**src/rtl/pid_terms_gen_pkg.sv**
```systemverilog
// Shared constants and FSM state encoding for the PID term generator.
package pid_terms_gen_pkg;

    localparam int N_DEFAULT    = 24;
    localparam int FRAC_DEFAULT = 12;

    typedef enum logic [2:0] {
        IDLE  = 3'd0,
        MUL_P = 3'd1,
        MUL_I = 3'd2,
        MUL_D = 3'd3,
        DONE  = 3'd4
    } state_t;

endpackage

```
**src/rtl/pid_terms_gen_mul.sv**
```systemverilog
// Combinational signed N x (N+1) fixed-point multiply: full product,
// arithmetic shift by FRAC, saturate to N bits.
module fxp_mul_sat #(
    parameter int N    = 24,
    parameter int FRAC = 12
) (
    input  logic signed [N-1:0] a,
    input  logic signed [N:0]   b,
    output logic signed [N-1:0] y
);

    localparam int PW = 2 * N + 1;

    logic signed [PW-1:0] a_ext;
    logic signed [PW-1:0] b_ext;
    logic signed [PW-1:0] prod;
    logic signed [PW-1:0] shifted;
    logic        [N+1:0]  upper;

    assign a_ext   = $signed({{(N + 1){a[N-1]}}, a});
    assign b_ext   = $signed({{N{b[N]}}, b});
    assign prod    = a_ext * b_ext;
    assign shifted = prod >>> FRAC;
    assign upper   = shifted[PW-1:N-1];

    // The shifted value fits in N bits only when all bits above the N-bit sign agree.
    always_comb begin
        y = shifted[N-1:0];
        if (upper != '0 && upper != '1) begin
            y = shifted[PW-1] ? {1'b1, {(N - 1){1'b0}}} : {1'b0, {(N - 1){1'b1}}};
        end
    end

endmodule

```
**src/rtl/pid_terms_gen.sv**
```systemverilog
// PID term generator: one shared saturating multiplier sequenced over the
// P, I and D products, with the integral accumulator and previous error kept here.
module pid_terms_gen
    import pid_terms_gen_pkg::*;
#(
    parameter int N    = N_DEFAULT,
    parameter int FRAC = FRAC_DEFAULT
) (
    input  logic         clk,
    input  logic         reset,
    input  logic         in_valid,
    output logic         in_ready,
    input  logic [N-1:0] error,
    input  logic [N-1:0] kp,
    input  logic [N-1:0] ki,
    input  logic [N-1:0] kd,
    input  logic         clear_int,
    output logic         out_valid,
    output logic [N-1:0] ik,
    output logic [N-1:0] pk,
    output logic [N-1:0] dk
);

    localparam logic [N-1:0] SAT_MAX = {1'b0, {(N - 1){1'b1}}};
    localparam logic [N-1:0] SAT_MIN = {1'b1, {(N - 1){1'b0}}};

    state_t state, state_next;

    logic [N-1:0] e_r, kp_r, ki_r, kd_r;
    logic [N-1:0] acc, e_prev, pk_next, dk_next;
    logic [N:0]   diff, acc_sum, mul_b;
    logic [N-1:0] mul_a, mul_y, acc_sat;

    assign diff    = {e_r[N-1], e_r} - {e_prev[N-1], e_prev};
    assign acc_sum = {acc[N-1], acc} + {mul_y[N-1], mul_y};
    assign acc_sat = (acc_sum[N] != acc_sum[N-1]) ? (acc_sum[N] ? SAT_MIN : SAT_MAX)
                                                  : acc_sum[N-1:0];
    assign in_ready = (state == IDLE);

    fxp_mul_sat #(.N(N), .FRAC(FRAC)) u_mul (
        .a (mul_a),
        .b (mul_b),
        .y (mul_y)
    );

    always_ff @(posedge clk) begin
        if (reset) begin
            state <= IDLE;
        end else begin
            state <= state_next;
        end
    end

    // Next-state logic and the operand mux feeding the shared multiplier.
    always_comb begin
        state_next = state;
        mul_a      = kp_r;
        mul_b      = {e_r[N-1], e_r};
        case (state)
            IDLE:  if (in_valid) state_next = MUL_P;
            MUL_P: state_next = MUL_I;
            MUL_I: begin
                state_next = MUL_D;
                mul_a      = ki_r;
            end
            MUL_D: begin
                state_next = DONE;
                mul_a      = kd_r;
                mul_b      = diff;
            end
            DONE:  state_next = IDLE;
            default: state_next = IDLE;
        endcase
    end

    // Datapath: operands are captured on accept so gain changes while busy are invisible.
    always_ff @(posedge clk) begin
        if (reset) begin
            e_r       <= '0;
            kp_r      <= '0;
            ki_r      <= '0;
            kd_r      <= '0;
            acc       <= '0;
            e_prev    <= '0;
            pk_next   <= '0;
            dk_next   <= '0;
            ik        <= '0;
            pk        <= '0;
            dk        <= '0;
            out_valid <= 1'b0;
        end else begin
            out_valid <= 1'b0;
            case (state)
                IDLE: begin
                    if (in_valid) begin
                        e_r  <= error;
                        kp_r <= kp;
                        ki_r <= ki;
                        kd_r <= kd;
                        if (clear_int) acc <= '0;
                    end else if (clear_int) begin
                        acc <= '0;
                        ik  <= '0;
                    end
                end
                MUL_P: pk_next <= mul_y;
                MUL_I: acc     <= acc_sat;
                MUL_D: dk_next <= mul_y;
                DONE: begin
                    pk        <= pk_next;
                    ik        <= acc;
                    dk        <= dk_next;
                    out_valid <= 1'b1;
                    e_prev    <= e_r;
                end
                default: ;
            endcase
        end
    end

endmodule

```
**config.mk**
```make
export PLATFORM = sky130hd
export DESIGN_NAME = pid_terms_gen
export DESIGN_NICKNAME = d
export VERILOG_FILES = /design/src/rtl/pid_terms_gen_pkg.sv /design/src/rtl/pid_terms_gen_mul.sv /design/src/rtl/pid_terms_gen.sv
export SDC_FILE = /design/constraint.sdc
export NUM_CORES = 2
export LEC_CHECK = 0
export CAP_MARGIN = 20
export CORE_MARGIN = 3
export CORE_UTILIZATION = 60
export CTS_CLUSTER_SIZE = 28
export DETAILED_ROUTE_END_ITERATION = 10
export HOLD_SLACK_MARGIN = 0.1
export PLACE_DENSITY_LB_ADDON = 0.12
export RECOVER_POWER = 50
export SLEW_MARGIN = 20
export SYNTH_ARGS = -nofsm -noshare
export SYNTH_HDL_FRONTEND = slang
export SYNTH_SLANG_ARGS = --single-unit
export TNS_END_PERCENT = 100
```
**constraint.sdc**
```tcl
create_clock -name clk -period 34 [get_ports clk]
set_clock_uncertainty 0.2 [all_clocks]
set_input_delay 10.2 -clock clk [delete_from_list [all_inputs] [get_ports clk]]
set_output_delay 10.2 -clock clk [all_outputs]
set_load 0.01 [all_outputs]
```
==> parameters.txt <==
Parameter                              Value

Worst setup path
  Signal arrival time at the worst endpoint ... 17.17 ns
  Delay of the slowest cell on the worst path ... 3.18 ns
  Crit path buf inv count ... 3
  Cell type with the highest occurrence count on the critical path ... sky130_fd_sc_hd__clkbuf_1
  Critical path endpoint category ... register
  Slowest library cell on the worst path ... sky130_fd_sc_hd__clkbuf_1
  Cell family with most CP delay ... buffers and inverters
  List of cells traversed by the critical path ... clkbuf_1, clkbuf_1, nor2_1, buf_4, a22o_1
  CP required ... 34.25 ns
  Type of the worst setup path ... input pin to register
  Highest net fanout along the worst path ... 100
  Kind of start point of the critical path ... input pin

Global routing
  Routing usage on met2 ... 56.07%
  GRT Residual Overflow ... 0
  Maximum number of pins on one net before global-route repair ... 101
  Most crowded layer after global routing ... met2
  Global-route usage over all layers ... 34.97%
  Via count of the first global-routing pass ... 28,830
  Met1 Usage GRT ... 47.63%
  First-pass GRT wire length ... 163,200 µm
  Initial antenna violation count ... 6
  Global Route met3 Usage ... 5.311%

Timing
  Hold violation total from the final report ... 0
  Final max-slew violation count ... 192
  Max-slew headroom ... -209.9%
  Setup repair after global routing missed its margin ... false
  Slack of the critical path ... 17.09 ns
  Post-route clock period utilization ... 49.74%
  Slew of the pin with the lowest slew margin ... 4.649 ns
  Post-layout minimum cycle time ... 16.91 ns
  Total negative slack ... 0 ns
  Setup violators final ... 0
  Fmax ... 0.05913 GHz

Logic synthesis
  Synthesis warning total ... 0
  Portion of the post-synthesis area used by sequential elements ... 15.53%
  Synthesized Nets ... 5,018
  Distinct cells, synth ... 79
  Most common flop cell mapped by yosys ... sky130_fd_sc_hd__dfxtp_1
  Post-synthesis async set-or-reset flop share ... 0%
  Number of synthesized flops with an enable pin ... 0
  Synthesized area ... 0.03456 mm²
  Synthesized area per cell ... 8.414 µm²
  Number of storage elements in the synthesis netlist ... 268
  Synthesized instance count ... 4,107

Routing
  Number of detailed-routing iterations run before antenna repair ... 7
  Vias per cell ... 5.781
  DRT iter0 DRCs ... 2,398
  Number of routed nets with antenna violations ... 0
  Vias ... 28,480
  Average routed wire per standard cell ... 21.02 µm
  Total Routed Length ... 103,600 µm
  Post-route DRC violation count ... 0

Outcome
  Run status ... finished, violations left
  Failing checks ... capacitance limit, slew limit

Die
  Chip height ... 246.0 µm
  Effective utilization at floorplan ... 60.93%
  Core area ... 0.05671 mm²
  Core Rows ... 87
  # IOs ... 174
  Die outline area ... 0.06051 mm²
  Die W ... 246.0 µm

Placed design
  Setup WS pre-CTS ... 17.67 ns
  Dpl cells ... 4,873
  Number of buffers added on ports ... 173
  HPWL reported at the end of detailed placement ... 83,870 µm
  Final estimated routing congestion in global placement ... 1.023
  Placed cell areas ... 0.03685 mm²

Layout
  Leading cell type in the layout, fill and taps excluded ... sky130_fd_sc_hd__nand2_1
  Fin nets ... 5,058
  Layout cells sized above 1 ... 3.937%
  Most used cells in the layout excluding fill and tap cells ... 776 x sky130_fd_sc_hd__nand2_1, 682 x sky130_fd_sc_hd__inv_1, 630 x sky130_fd_sc_hd__fa_1
  Final non-filler cell area ... 0.03776 mm²
  Non-filler cells, final ... 4,926
  Synthesis-to-finish area growth ... 9.266%

Worst hold path
  Worst min-delay path category ... register to register

Clock tree
  H-tree level count ... 1
  Post CTS Setup Buffer Count ... 0
  CTS Hold Bufs ... 0
  Number of buffers created by CTS ... 28
  Latest clock arrival within the worst-skew pair ... 0.60 ns
  Clk sink count ... 268
  Maximum buffer depth of the clock tree ... 3
  TritonCTS clock tree ... yes
  CTS clock-pin slew for the worst setup and hold paths ... 0.06 ns
  Post-cts resize count ... 0
  CTS Root Buffer Type ... sky130_fd_sc_hd__clkbuf_16

Run
  Number of max-cap violations ... 2

Power and ir drop
  Leakage power total ... 0.01739 µW
  Sum of internal, switching and leakage power ... 1881 µW
  Worst IR drop on VDD ... 0.09658 mV
  Power density over cell area ... 49.82 mW/mm²
-- worst paths after layout --
path,from,to,slack [ns],cells after the start
hold / removal,pk_next[3]$_SDFFE_PP0P_,pk[3]$_SDFFE_PP0P_,0.25,2
setup / recovery,reset,ik[18]$_SDFFE_PP0P_,17.09,5
setup reg to reg,e_r[0]$_SDFFE_PP0P_,acc[16]$_SDFFE_PP0P_,17.52,53
hold reg to reg,pk_next[3]$_SDFFE_PP0P_,pk[3]$_SDFFE_PP0P_,0.25,2
-- worst register-to-register path: cells and delay by family, from the launching register on --
family,cells,cell delay (ns)
xor gates and xnor gates,1,0.40
AOI/OAI and AO/OA,27,7.86
and+or+nand+nor,6,1.32
buffers and inverters,7,0.89
adders and majority gates,12,5.36
DFF,1,0.34
-- cells by family after synthesis --
group                      Yosys count  synth area share [%]
AOI/OAI and AO/OA                  673                 12.78
muxes                               17                0.5286
DFF                                268                 15.53
buffers and inverters              894                 9.896
xor gates and xnor gates            86                 2.223
and+or+nand+nor                   1358                 16.00
adders and majority gates          811                 43.05
-- stage by stage --
stage	hold WS, ns	util (%)
after floorplan	0.2319	-
after global placement	0.2389	64.98
after detailed placement	0.2423	64.98
after CTS	0.2508	66.53
after global routing	0.2648	66.58
final	0.2515	66.58
-- where the power goes --
part	total, µW	internal, µW	switching [µW]
Sequential	366	341	25.1
Combinational	1220	433	786
Clock	296	162	134
-- final cells by class --
cell class,count,area (µm²)
antenna,4,10.01
clock buffer,39,782.0
clock inverter,10,95.09
fill,4856,18960
inverter,682,2560
multi-input combinational,2945,25910
sequential,268,5366
tap,756,945.9
timing repair buffer,222,2090
-- routing by layer --
layer | part of all wire [%] | vias up
met4 | 5.0 | 2
li1 | - | 12820
met1 | 40 | 14080
met2 | 46 | 1322
met3 | 8.5 | 255
met5 | 0.016 | -
-- cells in the mapped netlist (20+ instances only) --
cell / number / share of area, %
sky130_fd_sc_hd__a211oi_1: 39 / 0.85
sky130_fd_sc_hd__nor2_1: 413 / 4.5
sky130_fd_sc_hd__and2_1: 33 / 0.60
sky130_fd_sc_hd__o21a_1: 39 / 0.85
sky130_fd_sc_hd__dfxtp_1: 268 / 16
sky130_fd_sc_hd__nand2b_1: 32 / 0.58
sky130_fd_sc_hd__o21ai_0: 117 / 1.7
sky130_fd_sc_hd__inv_1: 682 / 7.4
sky130_fd_sc_hd__nand2_1: 778 / 8.5
sky130_fd_sc_hd__fa_1: 630 / 36
sky130_fd_sc_hd__ha_1: 181 / 6.6
sky130_fd_sc_hd__a22o_1: 24 / 0.61
sky130_fd_sc_hd__clkbuf_1: 190 / 2.1
sky130_fd_sc_hd__a21boi_0: 26 / 0.56
sky130_fd_sc_hd__xnor2_1: 67 / 1.7
sky130_fd_sc_hd__a21oi_1: 241 / 3.5
sky130_fd_sc_hd__o21ai_1: 20 / 0.29
sky130_fd_sc_hd__a21o_1: 34 / 0.74
Power figures use the tool's default switching activity.
